--- src/rtl/scroll_lanes.sv ---
// scroll_lanes: shared score-accelerated scroll timebase driving NUM_LANES
// independent horizontal position counters that wrap modulo SCREEN_W.
// Positions, tick and wrap are all registered and change together on the
// cycle after a timer expiry.
module scroll_lanes #(
  parameter int NUM_LANES     = 4,
  parameter int POS_W         = 10,
  parameter int SCREEN_W      = 640,
  parameter int BASE_PERIOD   = 100000,
  parameter int MIN_PERIOD    = 5000,
  parameter int SPEEDUP_SHIFT = 9,
  parameter int CTR_W         = 18
) (
  input  logic                       clk,
  input  logic                       reset,
  input  logic                       enable,
  input  logic [6:0]                 score,
  input  logic [NUM_LANES-1:0]       dir,
  input  logic [3*NUM_LANES-1:0]     step,
  output logic [POS_W*NUM_LANES-1:0] pos,
  output logic                       tick,
  output logic [NUM_LANES-1:0]       wrap
);

  // The shifted score is held at full width, so a large score can never alias
  // into a small reload value before it is compared with the cap.
  localparam int SH_W  = 7 + SPEEDUP_SHIFT;
  localparam int CMP_W = (SH_W > CTR_W + 1) ? SH_W : CTR_W + 1;
  localparam int SUM_W = POS_W + 1;

  localparam logic [CMP_W-1:0] RELOAD_CAP = CMP_W'(BASE_PERIOD - MIN_PERIOD);
  localparam logic [CTR_W-1:0] TERM_CNT   = CTR_W'(BASE_PERIOD);
  localparam logic [SUM_W-1:0] SCREEN_S   = SUM_W'(SCREEN_W);

  // One lane's update. Returns {wrapped, new_pos}. The step never exceeds 7
  // and SCREEN_W > 7, so a single add or subtract of SCREEN_W is always a
  // complete modulo reduction and the remainder is preserved.
  function automatic logic [POS_W:0] lane_next(
    input logic [POS_W-1:0] p,
    input logic [2:0]       s,
    input logic             left
  );
    logic [SUM_W-1:0] sum;
    logic [POS_W:0]   res;
    sum = '0;
    res = '0;
    if (!left) begin
      sum = SUM_W'(p) + SUM_W'(s);
      if (sum >= SCREEN_S) begin
        res = {1'b1, POS_W'(sum - SCREEN_S)};
      end else begin
        res = {1'b0, POS_W'(sum)};
      end
    end else begin
      if (SUM_W'(p) < SUM_W'(s)) begin
        sum = SUM_W'(p) + SCREEN_S - SUM_W'(s);
        res = {1'b1, POS_W'(sum)};
      end else begin
        res = {1'b0, p - POS_W'(s)};
      end
    end
    return res;
  endfunction

  logic [CTR_W-1:0] ctr_q, ctr_d;
  logic             tick_q, tick_d;
  logic [NUM_LANES-1:0] wrap_q, wrap_d;
  logic [POS_W-1:0] pos_q [NUM_LANES];
  logic [POS_W-1:0] pos_d [NUM_LANES];

  logic [CMP_W-1:0] shifted;
  logic [CMP_W-1:0] reload_full;
  logic [CTR_W-1:0] reload;
  logic             expire;

  // Reload value: score speed-up, clamped so the period never drops below MIN_PERIOD.
  always_comb begin
    shifted     = CMP_W'(score) << SPEEDUP_SHIFT;
    reload_full = (shifted > RELOAD_CAP) ? RELOAD_CAP : shifted;
    reload      = CTR_W'(reload_full);
    expire      = enable && (ctr_q >= TERM_CNT);
  end

  // Next state: timer advance, and on expiry a simultaneous update of every lane.
  always_comb begin
    logic [POS_W:0] nxt;
    nxt    = '0;
    ctr_d  = ctr_q;
    tick_d = 1'b0;
    wrap_d = '0;
    for (int i = 0; i < NUM_LANES; i++) begin
      pos_d[i] = pos_q[i];
    end
    if (enable) begin
      if (expire) begin
        ctr_d  = reload;
        tick_d = 1'b1;
        for (int i = 0; i < NUM_LANES; i++) begin
          nxt       = lane_next(pos_q[i], step[3*i +: 3], dir[i]);
          pos_d[i]  = nxt[POS_W-1:0];
          wrap_d[i] = nxt[POS_W];
        end
      end else begin
        ctr_d = ctr_q + CTR_W'(1);
      end
    end
  end

  // State registers; reset staggers the lanes evenly across the screen.
  always_ff @(posedge clk) begin
    if (reset) begin
      ctr_q  <= '0;
      tick_q <= 1'b0;
      wrap_q <= '0;
      for (int i = 0; i < NUM_LANES; i++) begin
        pos_q[i] <= POS_W'((i * SCREEN_W) / NUM_LANES);
      end
    end else begin
      ctr_q  <= ctr_d;
      tick_q <= tick_d;
      wrap_q <= wrap_d;
      for (int i = 0; i < NUM_LANES; i++) begin
        pos_q[i] <= pos_d[i];
      end
    end
  end

  for (genvar g = 0; g < NUM_LANES; g++) begin : g_pack
    assign pos[POS_W*g +: POS_W] = pos_q[g];
  end

  assign tick = tick_q;
  assign wrap = wrap_q;

endmodule

--- config.mk ---
export PLATFORM = sky130hd
export DESIGN_NAME = scroll_lanes
export DESIGN_NICKNAME = d
export VERILOG_FILES = /design/src/rtl/scroll_lanes.sv
export SDC_FILE = /design/constraint.sdc
export NUM_CORES = 1
export LEC_CHECK = 0
export ABC_CLOCK_PERIOD_IN_PS = 8300
export CAP_MARGIN = 5
export CORE_MARGIN = 1
export CORE_UTILIZATION = 30
export DETAILED_ROUTE_END_ITERATION = 10
export DONT_BUFFER_PORTS = 1
export GPL_TIMING_DRIVEN = 1
export PLACE_DENSITY = 0.41
export SETUP_SLACK_MARGIN = 0.1
export SYNTH_ARGS = -nofsm -noshare
export SYNTH_HDL_FRONTEND = slang
export SYNTH_SLANG_ARGS = --single-unit
--- constraint.sdc ---
create_clock -name clk -period 8.3 [get_ports clk]
set_input_delay 2.075 -clock clk [delete_from_list [all_inputs] [get_ports clk]]
set_output_delay 2.075 -clock clk [all_outputs]
set_load 0.1 [all_outputs]
Word level (Yosys, flattened, before mapping)
Memory sizes are Yosys's and may differ from the RTL's.
Cells that the tools add are included.
{ "classes": {"addsub": 21, "n_lt_le_gt_ge": 10, "muxes": 24, "bitwise_logic": 6, "reduce_logical": 3} }
{ "op_table": {"columns": ["op", "count"], "rows": [
  ["two-way mux 11 bit", 12],
  ["two-way mux 40 bit", 2],
  ["subtractor 10 x 3 -> 10 bit", 8],
  ["adder 10 x 3 -> 11 bit", 4],
  [">= comparator 11 x 10 -> 1 bit (second input constant)", 4],
  ["adder 10 bit (second input constant)", 4],
  ["< comparator 10 x 3 -> 1 bit", 4],
  ["two-way mux 10 bit", 4],
  ["subtractor 10 bit (second input constant)", 4],
  ["adder 18 x 1 -> 18 bit (second input constant)", 1],
  [">= comparator 18 x 17 -> 1 bit (second input constant)", 1],
  ["two-way mux 18 bit", 1],
  ["greater-than comparator 16 x 17 -> 1 bit (second input constant)", 1],
  ["two-way mux 17 bit", 1],
  ["two-way mux 1 bit", 4],
  ["bitwise OR 1 bit", 4],
  ["OR reduction 3 bit", 1],
  ["inverter 1 bit", 2],
  ["OR reduction 2 bit", 1],
  ["logical AND 1 bit", 1]
]} }
{ "totals": {"ff_bits": 23, "mem_bits_rw": 40, "input_bits": 26, "out_inout_bits": 45, "word_cells": 68, "memories": 1} }
{ "mem_list": {"columns": ["name", "depth", "width", "read_ports", "rd_ports_with_merged_regs", "wr", "line_no", "rtl"], "rows": [
  ["pos_q", 4, 10, 4, 0, 4, "68", "logic [POS_W-1:0] pos_q [NUM_LANES];"]
]} }

Logic depth before layout (Yosys ltp)
Gate-level depths: netlist (run 1).
An unclocked memory read counts as a cell.
{ "depth": {"depth_word": 8, "ltp_mapped": 13, "mapped_depth_nobuf": 13} }

Worst setup path before layout (run 1)
No wires, ideal clock.
{ "synth_timing": {"path_kind": "input -> register", "from": "in step[10]", "to": "reg wrap_q[3] (netlist: wrap[3])", "setup_time_ns": 0.115, "t_arrival_ns": 4.416, "required_time_ns": 8.185, "setup_slack_ns": 3.770, "stages": 13, "n_path_buf": 0, "cell_sequence": "inv_1 ha_1 nand2b_1 a221oi_2 nand2_1 xnor2_1 inv_1 ha_1 nor2_1 mux2i_1 a21oi_1 a41o_1 o21a_1"} }
{ "synth_between": {"elab_chain_cells": 4, "word_cells_on_any_way": 6} }
{ "synth_rtl": {"columns": ["element", "line_no", "rtl"], "rows": [
  ["start: declaration", "19", "input logic [3*NUM_LANES-1:0] step,"],
  ["adder 10 x 3 -> 11 bit", "48", "sum = SUM_W'(p) + SUM_W'(s);"],
  [">= comparator 11 x 10 -> 1 bit", "49", "if (sum >= SCREEN_S) begin"],
  ["two-way mux 11 bit", "49", null],
  ["two-way mux 11 bit (*)", "47", "if (!left) begin"],
  ["end signal: assignment", "121", "wrap_q <= wrap_d;"],
  ["end: declaration", "67", "logic [NUM_LANES-1:0] wrap_q, wrap_d;"]
]} }
Every way passes the cells marked *; elsewhere a longest branch is shown, timed or not.
A chain may end at the register's enable or synchronous reset.

Worst setup path after layout (run 1)
Same ends and word-level chain as after synthesis.

==> metrics.txt, run 1 <==
Seq/Total Area, Yosys=16.8%; routability congestion estimate=0.808; Non-Filler Instances=1312; Tot Pwr=approximately 0.00073 W; Final setup viols=0; Slew HR=20.4%; Post-Synth Simple-Gate Area=21.5%; RR Startpoint=pos_q[2][0]; Remaining DRCs=0; gr usage total=17.5%; Area Overhead vs Synth=9.37%; crit path max fanout=7; first-pass GRT wire length=36100 um; RSZ-0062 raised after global routing=no; min cycle time layout=4.45 ns; register share of total power=between 40% and 50%; crit share post-route=53.6%; post-synthesis sequential element count=63; Final #Nets=1125; Top FF cell, synth=dfxtp_1; reg-to-reg endpoint=pos_q[2][7]; Min-Delay Endpoint=ctr_q[16]; final core occ=33.6%; outcome=finished, final reports clean; Worst Hold Class=reg -> reg; post-synthesis xor/xnor area fraction=roughly 8.4%; Worst EP required=8.53 ns; Buffers on Ports=0; Mapped Nets=1130; H-Tree Level Count=3; DP HPWL=16600 um; Yosys cell types=73; Slew Limit Fails=0; CTS Root Cell=clkbuf_16; Cells after Synth=990; CP max-delay cell=a221oi_2; Ys Warns=0; worst vdd ir=68.2 uV; grt total ovfl=0; fmax=0.225 GHz; Post-synth EDFFs=0; n_diodes=0; reg-to-reg slack, setup=4.46 ns; Iter 0 DRT Violations=~380; share of cells above drive strength 1=6.38%; Setup Buffers After CTS=0; Fin. Hold Viols=0; Vias=6824; mux contribution to synthesized area=2.03%; hold depth=2; vias per cell=5.20; CP Cell Sequence=inv_1 -> ha_1 -> nand2b_1 -> a221oi_2 -> nand2_1 -> xnor2_1 -> inv_1 -> ha_1 -> nor2_1 -> mux2i_1 -> a21oi_1 -> a41o_1 -> o21a_1; initial antenna violation count=0; Max-Cap Viols=0; Die Ht=approximately 160 um; clock-pin slew on the worst setup and hold paths=0.06 ns; Gate power share=8.1%; placement row count=57; post-CTS sizing=0; die area=0.0256 sq mm; worst min-delay path startpoint=ctr_q[16]; Top Ports=between 70 and 80; mapped cell area=about 0.0075 sq mm; largest family of logic cells by synthesized area=compound AO/OA/AOI/OAI gates; starting density of the core=a little under a third; die width=160 um; vias in the first global route=~6.7k; Routed WL=22300 um; Clk network pwr share=50.0%; Skew-Pair Late Insertion Delay=0.34 ns; Switching Power=0.000184 W; largest net degree at the start of global routing=56; top cell type by total area after synthesis=dfxtp_1; drt pass-1 iters=5; top post-synthesis cells by area=dfxtp_1 17%, ha_1 16%, xnor2_1 6.8%; Pleak=approximately 3.2 nW; Setup Skew=between 0.008 and 0.009 ns; Startpoint Class=primary input; Core Region=approximately 0.024 sq mm; Final TNS setup=0 ns; CTS tree=built; placed insts=1298; PD cells=a little under 90 mW/mm^2; worst slew pin tran=~1.2 ns; internal power=0.000543 W; max incr delay on CP=0.49 ns; remaining antenna violation count=0; largest delay contributor family on the critical path=compound AO/OA/AOI/OAI gates; clock buffer depth=2; per-cell routed wire length=17.0 um; nature of the critical path endpoint=flip-flop; Post-synth ARST share=0%; switch share=25.3%; Synth top area share=16.8%; WP data arrival=4.67 ns; CTS Hold Buffers Added=0; R2R depth=10; post-synthesis compound-gate area fraction=approximately 23%; TritonCTS buffer count=9; Synth Area in Adders=20.6%; CP Class=in -> reg; buffers and inverters on the worst path=2; CTS sink cnt=63; mean area per synthesized cell=7.58 sq um
final cells by class:
cell class / instances / area (sq um)
multi-input combinational: 772 / 5650
inverter: 111 / 417
sequential: 63 / 1260
clock inverter: 1 / 5.00
clock buffer: 13 / 260
timing repair buffer: 28 / 210
tap: 324 / 405
fill: 2660 / 16200
cell usage in the layout, fill, tap and decap left out, types with 9 or more instances in the layout:
cell type and instances:
and3_1 16, a21oi_1 60, clkbuf_16 9, o21bai_1 9, nand2_1 70, nand2b_1 19, mux2i_1 13, nand4_1 12
fa_1 16, xnor2_1 58, nand3_1 31, buf_4 28, nor4_1 9, o211ai_1 10, o21ai_0 45, a31oi_1 12
inv_1 111, dfxtp_1 63, a211oi_1 18, nor2_1 87, a22oi_1 10, ha_1 98, nor2b_1 11, nor3_1 25
xor2_1 14
metal layers:
layer | global-route usage (%) | up-vias | wire, um
met2 | 28.6 | 103 | 10200
met4 | 4.29 | 0 | 247
met3 | 3.38 | 17 | 855
met1 | 23.5 | 3225 | 11000
li1 | - | 3479 | -
met5 | 0 | - | 0
cells in the mapped netlist, types with 10 or more instances:
library cell and count:
nor2b_1 11, xnor2_1 58, nand3_1 31, dfxtp_1 63
xor2_1 14, a31oi_1 12, nand2b_1 19, nor2_1 87
nand2_1 70, nand4_1 12, o211ai_1 10, a211oi_1 18
and3_1 16, o21ai_0 45, mux2i_1 13, clkbuf_1 37
inv_1 111, a22oi_1 10, ha_1 98, nor3_1 25
a21oi_1 60, fa_1 16
power groups by stage:
| stage | Sequential [W] | Combinational (W) | Clock, W |
|---|---|---|---|
| final | 0.000305 | 0.0000591 | 0.000364 |
| after global routing | 0.000305 | 0.0000667 | 0.000386 |
| after CTS | 0.000304 | 0.0000601 | 0.000379 |
| after detailed placement | 0.000311 | 0.0000597 | 0 |
| after global placement | 0.000311 | 0.0000599 | 0 |
| after floorplan | 0.000311 | 0.0000555 | 0 |
cell families (layout without fill, tap and decap cells):
| kind of cell | Yosys count | in the layout |
|---|---|---|
| AND/OR/NAND/NOR | 322 | 322 |
| AO/OA/AOI/OAI | 249 | 249 |
| buffers and inverters | 155 | 153 |
| adder cells (fa/ha/maj) | 114 | 114 |
| XOR/XNOR | 72 | 72 |
| flip-flops | 63 | 63 |
| multiplexers | 15 | 15 |
metrics by stage:
step	instance area, sq um	setup slack (ns)	hold WS, ns
2_1_floorplan	7500	3.77	0.463
3_3_place_gp	7940	3.54	0.490
3_5_place_dp	7940	3.52	0.496
4_1_cts	8210	3.86	0.509
5_1_grt	8210	3.63	0.539
6_report	8210	3.85	0.502
state kept, by name (all words and copies together) (netlist names):
register	flops
pos_q	40
tick	1
ctr_q	18
wrap	4
worst register-to-register path, stage by stage (launching register included):
cell      delay (ns)
dfxtp_1         0.99
ha_1            0.32
inv_1           0.06
fa_1            0.44
o21bai_1        0.31
and4_1          0.29
xnor2_1         0.21
nor4b_2         0.24
or4b_4          0.52
a31o_1          0.20
a211oi_2        0.19
worst max-delay path by stage:
stage | start | endpoint | slack, ns | cells past startpoint
floorplan | step[10] | wrap[3] | 3.77 | 13
finish | step[10] | wrap[3] | 3.85 | 13
global placement | step[10] | wrap[3] | 3.54 | 13
global route | step[10] | pos_q[3][8] | 3.63 | 13
CTS | step[10] | wrap[3] | 3.86 | 13
detailed placement | step[10] | wrap[3] | 3.52 | 13
Power figures use the tool's default switching activity.
==> run 2, diff against run 1 <==
Settings changed: ABC_CLOCK_PERIOD_IN_PS 8300 to 3900, PLACE_DENSITY 0.41 to 0.42.
Clock period 8.3 ns to 3.9 ns, I/O delays scaled along.
==> run 2 against run 1 <==
  * Final cell count rose by 1.8%
  * First-iteration DRC count grew 2.1%
  * Via count up 1.3%
  * Combinational power grew 110%
  * Core utilization increased by 0.82 points
  * Largest cell class unchanged
==> metrics.txt, run 2 (synthesis results as in run 1) <==
worst vdd ir=147 uV; post-CTS sizing=0; Core Region=0.0244 sq mm; H-Tree Level Count=3; vias per cell=5.18; per-cell routed wire length=16.6 um; DP HPWL=16700 um; most common cell after layout, fill and taps aside=inv_1; placement row count=57; Area Overhead vs Synth=12.0%; Skew-Pair Late Insertion Delay=0.34 ns; PD cells=188 mW/mm^2; Worst EP required=4.16 ns; CTS Hold Buffers Added=0; TritonCTS buffer count=9; pre-CTS WS=0.277 ns; share of cells above drive strength 1=a little under 9%; nature of the critical path endpoint=flip-flop; WP data arrival=3.53 ns; CTS Root Cell=clkbuf_16; Reg with most FFs=pos_q; CP max-delay cell=or4b_4; RSZ-0062 raised after global routing=no; clock-pin slew on the worst setup and hold paths=0.06 ns; clock buffer depth=2; CTS tree=built; fill cell count=2642; starting density of the core=30.8%; Final TNS setup=0 ns; remaining antenna violation count=0; vias in the first global route=6770; Buffers on Ports=0; Setup Buffers After CTS=0; drt pass-1 iters=5; Pleak=3.38 nW; Fin. Hold Viols=0; worst slew pin tran=roughly 0.98 ns; die width=between 150 and 200 um; initial antenna violation count=0; Final setup viols=0; min cycle time layout=3.27 ns; Vias=6914; Worst Hold Class=reg -> reg; crit path max fanout=5; max incr delay on CP=0.51 ns; Remaining DRCs=0; CP Class=in -> reg; Largest register FFs=40; die area=about 0.026 sq mm; Startpoint Class=primary input; largest net degree at the start of global routing=56; Die Ht=160 um; Top Ports=71; Slew Limit Fails=0; n_diodes=0; Iter 0 DRT Violations=389; Routed WL=22200 um; crit share post-route=between 80 and 90%; most frequent cells in the layout=111 x inv_1, 98 x ha_1, 87 x nor2_1, 70 x nand2_1, 63 x dfxtp_1; Final #Nets=1149; grt total ovfl=0; CTS sink cnt=63; CP Cell Sequence=ha_1 -> inv_1 -> fa_1 -> o21bai_1 -> and4_1 -> xnor2_1 -> nor4b_2 -> or4b_4 -> a31o_1 -> a211oi_2; Max-Cap Viols=0; fmax=between 0.3 and 0.4 GHz; outcome=finished, final reports clean; Setup Skew=between 0.01 and 0.015 ns; gr usage total=approximately 18%; Slew HR=approximately a third; routability congestion estimate=0.807; Final Worst Setup Slack=0.633 ns; first-pass GRT wire length=36500 um
==> run 2: routing by layer <==
metal	global-route usage [%]	part of all wire, %	vias up
met2	29.4	47	105
met1	23.4	48	3273
li1	-	-	3525
met5	0	0	-
met4	3.64	0.78	0
met3	3.64	4.1	11
==> run 2: path summary, 6_finish.rpt <==
check,from,endpoint,slack (ns),depth (start not counted)
setup reg to reg,pos_q[3][1],pos_q[3][7],0.75,12
hold / removal,pos_q[3][1],pos_q[3][1],0.49,2
setup / recovery,step[6],pos_q[2][7],0.63,10
hold reg to reg,pos_q[3][1],pos_q[3][1],0.49,2
==> run 2: power breakdown <==
group          switching [W]  internal, W  leakage, nW
Sequential        0.00000236     0.000646        0.508
Clock               0.000309     0.000494        0.141
Combinational      0.0000726    0.0000542         2.73
Total               0.000384      0.00119         3.38
==> run 2: cell type report <==
cell class | instances | area (sq um) | share of cell area [%]
Clock buffer | 14 | 284 | 3.38
Tap cell | 324 | 405 | 4.82
Multi-Input combinational cell | 772 | 5650 | 67.2
Inverter | 111 | 417 | 4.96
Sequential cell | 63 | 1260 | 15.0
Timing Repair Buffer | 52 | 390 | 4.64
==> run 2: worst max-delay path, delay by kind of cell <==
kind,cells,cell delay [ns]
compound gates,3,0.70
buf+inv,1,0.06
xor+xnor,1,0.18
simple gates,3,1.02
fa+ha+maj,2,0.59
==> run 2: through the flow <==
stage	area (sq um)	total power (W)	util, %	cells	hold WS (ns)
3_5_place_dp	8120	0.000789	33.3	1322	0.467
6_report	8410	0.00158	34.5	1336	0.487
4_1_cts	8410	0.00161	34.5	1336	0.479
2_1_floorplan	7500	0.000780	-	990	0.463
5_1_grt	8410	0.00166	34.5	1336	0.500
3_3_place_gp	8120	0.000791	33.3	1322	0.453
==> run 3, diff against run 2 <==
Settings changed: ABC_CLOCK_PERIOD_IN_PS 3900 to 3100, PLACE_DENSITY 0.42 to 0.41.
Clock period 3.9 ns to 3.1 ns, I/O delays scaled along.
==> run 3 against run 2 <==
  * Global-route usage rose by 0.56 points
  * Highest routed layer unchanged
  * Sequential share of layout area decreased by 0.88 points
  * Total power up 29%
==> metrics.txt, run 3 (synthesis results as in run 1) <==
outcome=finished, final reports clean; hold depth=2; initial antenna violation count=0; switch share=25.6%; largest net degree at the start of global routing=56; DP HPWL=between 15000 and 20000 um; Non-Filler Instances=1404; Max-Cap Viols=0; Area Overhead vs Synth=21.5%; Remaining DRCs=0; nature of the critical path endpoint=flip-flop; RSZ-0062 raised after global routing=no; CTS sink cnt=63; min cycle time layout=roughly 2.9 ns; internal power=0.00152 W; n_diodes=0; WP data arrival=between 3 and 4 ns; crit path max fanout=4; PD cells=223 mW/mm^2; Slew Limit Fails=0; grt total ovfl=0; CTS Root Cell=clkbuf_16; register share of total power=39.9%; worst vdd ir=around 260 uV; post-route cell area=0.00911 sq mm; Switching Power=0.000521 W; starting density of the core=30.8%; Reg with most FFs=pos_q; remaining antenna violation count=0; Slew HR=34.8%; Tot Pwr=0.00204 W; Clk network pwr share=about half; CP Class=in -> reg; Iter 0 DRT Violations=roughly 370; routability congestion estimate=between 0.8 and 0.9; die area=about 0.026 sq mm; Fin. Hold Viols=0; Vias=7184; Routed WL=23000 um; most frequent cells in the layout=115 x buf_4, 109 x inv_1, 92 x ha_1, 86 x nor2_1, 70 x nand2_1; vias per cell=5.12; Buffers on Ports=0; Largest register FFs=40; placement row count=57; Final #Nets=1215; drt pass-1 iters=4; TritonCTS buffer count=9; final core occ=37.4%; Worst EP required=3.37 ns; share of cells above drive strength 1=17.7%; clock-pin slew on the worst setup and hold paths=approximately 0.060 ns; H-Tree Level Count=3; clock buffer depth=2; Gate power share=a little under a tenth; placed insts=between 1k and 1.5k; Core Region=0.0244 sq mm; R2R depth=10; Cell Area, Placed=0.00882 sq mm; Pleak=~3.7 nW; die width=160 um; Setup Skew=0.0111 ns; worst slew pin tran=0.977 ns; Worst Hold Slack=~0.48 ns; crit share post-route=between 90% and 100%; Skew-Pair Late Insertion Delay=~0.34 ns; gr usage total=18.2%; per-cell routed wire length=16.4 um; most common cell after layout, fill and taps aside=buf_4; Startpoint Class=primary input; Final setup viols=0; first-pass GRT wire length=37600 um; CTS tree=built; vias in the first global route=7073; Die Ht=approximately 160 um; Worst Hold Class=reg -> reg; fmax=~0.35 GHz; Top Ports=71
==> run 3: cell count changes in the layout (fill, tap and decap cells not counted), moves of 4 or more <==
cell,before,now
dfxtp_2,0,12
dfxtp_1,63,48
ha_4,0,5
buf_4,52,115
ha_1,98,92
clkbuf_8,4,0
==> run 3: cell type report <==
| class | count | area (sq um) |
|---|---|---|
| clock buffer | 10 | 229 |
| clock inverter | 6 | 61.3 |
| fill | 2610 | 15300 |
| inverter | 111 | 417 |
| multi-input combinational | 772 | 5790 |
| sequential | 63 | 1290 |
| tap | 324 | 405 |
| timing repair buffer | 118 | 923 |
==> run 3: final timing paths <==
kind	from	endpoint	slack (ns)
setup / recovery	step[6]	pos_q[2][7]	0.24
hold / removal	pos_q[2][1]	pos_q[2][1]	0.48
setup reg to reg	pos_q[2][0]	pos_q[2][7]	0.30
hold reg to reg	pos_q[2][1]	pos_q[2][1]	0.48
==> run 3: timing repair <==
item                       4_1_cts  5_1_grt
buffers inserted                 0        0
resized for setup                0        2
setup endpoints to repair        0        1
hold buffers                     0        0
==> run 3: power groups by stage <==
stage                     sequential, W  combinational (W)  clock (W)
after floorplan                0.000829           0.000152          0
after global placement         0.000830           0.000188          0
after detailed placement       0.000830           0.000186          0
after CTS                      0.000812           0.000187    0.00108
after global routing           0.000812           0.000207    0.00111
final                          0.000812           0.000185    0.00104
==> run 3: critical path, stage by stage <==
cell	delay, ns
ha_4	0.12
inv_2	0.03
fa_2	0.35
or2_4	0.27
a221oi_2	0.27
nand4_1	0.16
nor4b_2	0.24
or4b_4	0.52
a31o_1	0.20
a211oi_2	0.18
==> run 3: through the flow <==
stage	setup slack, ns	TNS [ns]
after floorplan	0.0251	0
after detailed placement	-0.106	-0.177
after CTS	0.248	0
after global routing	0.121	0
final	0.239	0
after global placement	-0.0933	-0.237
==> run 3: routing by layer <==
layer | global-route usage (%) | routed length (um) | vias up
li1 | - | - | 3662
met1 | 23.7 | 11000 | 3406
met2 | 31.5 | 11000 | 103
met3 | 2.73 | 772 | 13
met4 | 4.37 | 231 | 0
met5 | 0 | 0 | -
